==> src/rtl/input_fifo.sv <==
// input_fifo: FWFT flit FIFO with credit return, sticky overflow and packet-framing check (ports: clk, rst, valid_in, flit_in, rd_en -> flit_out, flit_id, dst_addr, empty, full, credit_out, proto_err, overflow)
module input_fifo #(
  parameter int DATA_WIDTH = 32,
  parameter int DEPTH = 4
) (
  input  logic                  clk,
  input  logic                  rst,
  input  logic                  valid_in,
  input  logic [DATA_WIDTH-1:0] flit_in,
  input  logic                  rd_en,
  output logic [DATA_WIDTH-1:0] flit_out,
  output logic [2:0]            flit_id,
  output logic [3:0]            dst_addr,
  output logic                  empty,
  output logic                  full,
  output logic                  credit_out,
  output logic                  proto_err,
  output logic                  overflow
);
  localparam int PW = $clog2(DEPTH);
  localparam int CW = PW + 1;
  localparam logic [2:0] HEADER = 3'b001;
  localparam logic [2:0] PAYLOAD = 3'b000;
  localparam logic [2:0] TAIL = 3'b100;
  typedef enum logic {IDLE, IN_PKT} state_t;
  logic [DATA_WIDTH-1:0] mem [DEPTH];
  logic [PW-1:0] wr_ptr_q, wr_ptr_d, rd_ptr_q, rd_ptr_d;
  logic [CW-1:0] count_q, count_d;
  state_t state_q, state_d;
  logic credit_q, credit_d, proto_err_q, proto_err_d, overflow_q, overflow_d;
  logic wr, rd, bad;
  logic [2:0] in_id;
  assign empty = count_q == '0;
  assign full = count_q == CW'(DEPTH);
  assign flit_out = mem[rd_ptr_q];
  assign flit_id = flit_out[31:29];
  assign dst_addr = flit_out[7:4];
  assign credit_out = credit_q;
  assign proto_err = proto_err_q;
  assign overflow = overflow_q;
  always_comb begin
    rd = rd_en && !empty;
    wr = valid_in && (!full || rd_en);
    in_id = flit_in[31:29];
    wr_ptr_d = wr ? wr_ptr_q + PW'(1) : wr_ptr_q;
    rd_ptr_d = rd ? rd_ptr_q + PW'(1) : rd_ptr_q;
    count_d = count_q + CW'(wr) - CW'(rd);
    state_d = !wr ? state_q : in_id == HEADER ? IN_PKT : in_id == TAIL ? IDLE : state_q;
    bad = (in_id == HEADER && state_q == IN_PKT) ||
          ((in_id == PAYLOAD || in_id == TAIL) && state_q == IDLE) ||
          !(in_id inside {HEADER, PAYLOAD, TAIL});
    proto_err_d = proto_err_q || (wr && bad);
    overflow_d = overflow_q || (valid_in && full && !rd_en);
    credit_d = rd;
  end
  always_ff @(posedge clk) begin
    if (rst) begin
      wr_ptr_q <= '0;
      rd_ptr_q <= '0;
      count_q <= '0;
      state_q <= IDLE;
      credit_q <= 1'b0;
      proto_err_q <= 1'b0;
      overflow_q <= 1'b0;
    end else begin
      wr_ptr_q <= wr_ptr_d;
      rd_ptr_q <= rd_ptr_d;
      count_q <= count_d;
      state_q <= state_d;
      credit_q <= credit_d;
      proto_err_q <= proto_err_d;
      overflow_q <= overflow_d;
    end
  end
  always_ff @(posedge clk) begin
    if (wr && !rst) mem[wr_ptr_q] <= flit_in;
  end
endmodule
==> config.mk <==
export PLATFORM = sky130hd
export DESIGN_NAME = input_fifo
export DESIGN_NICKNAME = d
export VERILOG_FILES = /design/src/rtl/input_fifo.sv
export SDC_FILE = /design/constraint.sdc
export NUM_CORES = 1
export LEC_CHECK = 0
export ABC_AREA = 1
export CELL_PAD_IN_SITES_DETAIL_PLACEMENT = 1
export CELL_PAD_IN_SITES_GLOBAL_PLACEMENT = 2
export CORE_MARGIN = 2
export CORE_UTILIZATION = 40
export DETAILED_ROUTE_END_ITERATION = 16
export GPL_TIMING_DRIVEN = 0
export PLACE_DENSITY = 0.84
export SLEW_MARGIN = 20
export SYNTH_ARGS = -nofsm -noshare
export SYNTH_HDL_FRONTEND = slang
export SYNTH_SLANG_ARGS = --single-unit
export TNS_END_PERCENT = 30
==> constraint.sdc <==
create_clock -name clk -period 4.1 [get_ports clk]
set_input_delay 0.615 -clock clk [delete_from_list [all_inputs] [get_ports clk]]
set_output_delay 0.615 -clock clk [all_outputs]
set_load 0.02 [all_outputs]
==> impl_metrics.py <==
metrics = {
    "critical_path": {
        "crit_type": "flop to primary output",
        "rrSetupSlack_ns": 2.03,
        "critical_path.max_fanout": 10,
        "reg2reg_from": "count_q[1]",
        "worstReg2RegEnd": "count_q[2]",
        "start_kind": "flop",
        "cp.arrival_ns": 2.35,
        "worstSetupEndpointType": "primary output",
        "r2r_cells": 10,
        "cp_data_required_time_ns": 3.48,
    },
    "logic_synthesis": {
        "yosysWarnings": 0,
        "netlist_instances": 404,
        "synth.net_count": 447,
        "ys_ff_latch": 141,
        "seq_area_frac_synth_pct": 75.0,
        "netlist_area_mm2": 0.00547,
        "ys_types": 25,
        "syn_area_per_cell_um2": 13.5,
    },
    "grt": {
        "grt_pass1_vias": 3955,
        "overflow": 0,
        "grt_max_degree": 22,
        "grt_pass1_wl_mm": 21.1,
        "gr-usage-all-layers_pct": 19.8,
        "antenna_found_initial": 0,
    },
    "floorplanning": {
        "die_area_mm2": 0.0146,
        "rows": 42,
        "die-width_um": 121,
        "boundaryPins": 80,
        "coreArea_mm2": 0.0133,
        "die_h_um": 121,
        "start_util_pct": 41.2,
    },
    "cells_and_area": {
        "num_antenna_cells": 0,
        "instances_no_fill": 694,
        "syn2layout_area_growth_pct": 29.5,
        "fin_nets": 548,
        "drive_above_1_share_pct": 12.4,
    },
    "worst_hold_path": {
        "hold_class": "flop to flop",
        "whs_endpoint": "overflow",
        "hold_start": "overflow",
        "hold_depth": 2,
    },
    "route": {
        "routedWlPerCell_um": 19.3,
        "viasPerCell": 5.13,
        "num_vias": 3562,
        "drt-total-wl_mm": 13.4,
        "drc": 0,
        "drt_iter0_drc": 405,
        "drtAntennaViolNets": 0,
        "drt_pass1_iterations": 4,
    },
    "cts": {
        "ctsResizeCount": 0,
        "h-tree-depth": 4,
        "cts_setup_buffers": 0,
        "clk_latency_ns": 0.42,
        "clockBufferDepth": 2,
        "cts_buffers": 17,
        "cts_tree": "done",
        "cts_root_buf": "clkbuf_16",
        "hold_buffers": 0,
        "cts_sinks": 141,
        "path_clk_slew_ns": 0.06,
    },
    "timing": {
        "slew_headroom_pct": 58.2,
        "setup_violations": 0,
        "rsz0062_at_grt": "no",
        "slew_violations": 0,
        "fmax_mhz": 337,
        "fin_ws_ns": 1.14,
        "tightest_slew_ns": 0.626,
        "worst_hold_slack_ns": 0.471,
        "finalCritPeriodShare_pct": 72.3,
        "final.setup.tns_ns": 0,
        "skew_ns": 0.00977,
        "final.min_clock_period_ns": 2.96,
        "hold_viol_final": 0,
    },
    "pwr": {
        "p_comb_share_pct": 30.3,
        "p_seq_share_pct": 39.5,
        "switching_share_pct": 31.0,
        "internal_power_w": 0.00296,
        "power_w": 0.00429,
        "power_switching_w": 0.00133,
        "p_leak_nw": 2.46,
        "clkPwrFrac_pct": 30.2,
        "p_per_area_mw_per_mm2": 605,
        "peakVddDrop_uv": 333,
    },
    "job": {
        "maxCapViolations": 0,
    },
    "place": {
        "port_buffers": 78,
        "dp_hpwl_mm": 8.56,
        "globalplace.congestion": 0.688,
        "place_ws_ns": 1.36,
        "dp_cells": 662,
    },
    "status": {
        "outcome": "completed",
    },
}
metal layers:
metal	global-route usage, %	wire, µm	share of wire [%]
met1	23.6	5720	43
met2	34.1	6940	52
met3	5.17	543	4.0
met4	7.92	218	1.6
met5	0	0	0
synth_stat cells:
cell type  count  area (µm²)
a21oi_1        7        35.0
and3_1         1        6.26
buf_2         10        50.1
buf_4          9        67.6
buf_6          7        78.8
clkbuf_1       1        3.75
dfxtp_1       13         260
edfxtp_1     128        3840
fa_1           1        20.0
ha_1           6        75.1
inv_1         20        75.1
inv_2          2        7.51
inv_6          1        8.76
nand2_1        8        30.0
nand2_2        3        18.8
nand3_1        3        15.0
nand3_2        1        10.0
nor2_1        78         293
nor2_2         1        6.26
nor3_1         2        10.0
o21a_1         1        7.51
o21ai_0       38         190
o21ai_1       30         150
o22ai_1       32         200
xor2_1         1        8.76
worst max-delay path: stages (launching register included):
cell,delay [ns]
dfxtp_1,0.34
clkbuf_1,0.40
o21ai_0,0.18
o22ai_1,0.27
buf_4,0.16
clkdlybuf4s50_1,0.59
final cells by class:
type / count / area, µm²
Clock buffer: 19 / 433
Multi-Input combinational cell: 213 / 1110
Tap cell: 176 / 220
Buffer: 27 / 200
Fill cell: 1349 / 6210
Inverter: 23 / 91.3
Timing Repair Buffer: 82 / 876
Sequential cell: 141 / 4100
Clock inverter: 13 / 57.6
state kept, by name (all words and copies together) (netlist names), named ones only:
register and count:
mem 128, credit_out 1, state_q 1, rd_ptr_q 2, overflow 1, count_q 3, proto_err 1, wr_ptr_q 2
cells by family (layout without fill, tap and decap cells):
| logic type | Yosys count | after routing | share of synthesized area [%] |
|---|---|---|---|
| flops | 141 | 141 | 75.0 |
| compound gates | 108 | 108 | 10.7 |
| simple gates | 97 | 97 | 7.11 |
| buf+inv | 50 | 164 | 5.33 |
| fa+ha+maj | 7 | 7 | 1.74 |
| xor+xnor | 1 | 1 | 0.160 |
placed cells by master, fill, tap and decap left out, types with 2 or more instances in the layout:
cell type	netlist	layout
nand2_1	8	8
buf_12	0	2
buf_4	9	9
buf_16	0	2
nand3_1	3	3
nor2_4	0	4
clkinv_1	0	8
clkbuf_16	0	17
edfxtp_1	128	128
buf_6	7	7
inv_2	2	2
dfxtp_1	13	13
clkinv_2	0	4
ha_1	6	6
o21ai_1	30	30
o22ai_1	32	32
buf_2	10	10
nand2_2	3	3
nor3_1	2	2
o21ai_0	38	38
nor2_1	78	74
clkdlybuf4s50_1	0	78
a21oi_1	7	7
inv_1	20	20
clkbuf_1	1	3
metrics by stage:
stage	area, µm²	util, %
CTS	7090	53.3
detailed placement	6600	49.6
global route	7090	53.3
global placement	6470	48.7
finish	7090	53.3
floorplan	5470	-
power groups by stage:
stage,clock network [W],logic [W],registers (W)
2_1_floorplan,0,0.000720,0.00172
3_3_place_gp,0,0.00126,0.00172
3_5_place_dp,0,0.00131,0.00172
4_1_cts,0.00131,0.00132,0.00170
5_1_grt,0.00138,0.00141,0.00170
6_report,0.00130,0.00130,0.00169
worst max path at each step:
stage | start | endpoint | slack (ns) | cells past startpoint
6_report | flop | flit_out[7] | 1.14 | 5
3_3_place_gp | rd_en | mem[3][17] | -0.43 | 7
3_5_place_dp | rd_en | mem[2][25] | 1.36 | 8
5_1_grt | flop | flit_out[7] | 0.97 | 5
2_1_floorplan | rst | mem[0][0] | 1.36 | 4
4_1_cts | flop | flit_out[7] | 1.07 | 5
Power figures use the tool's default switching activity.
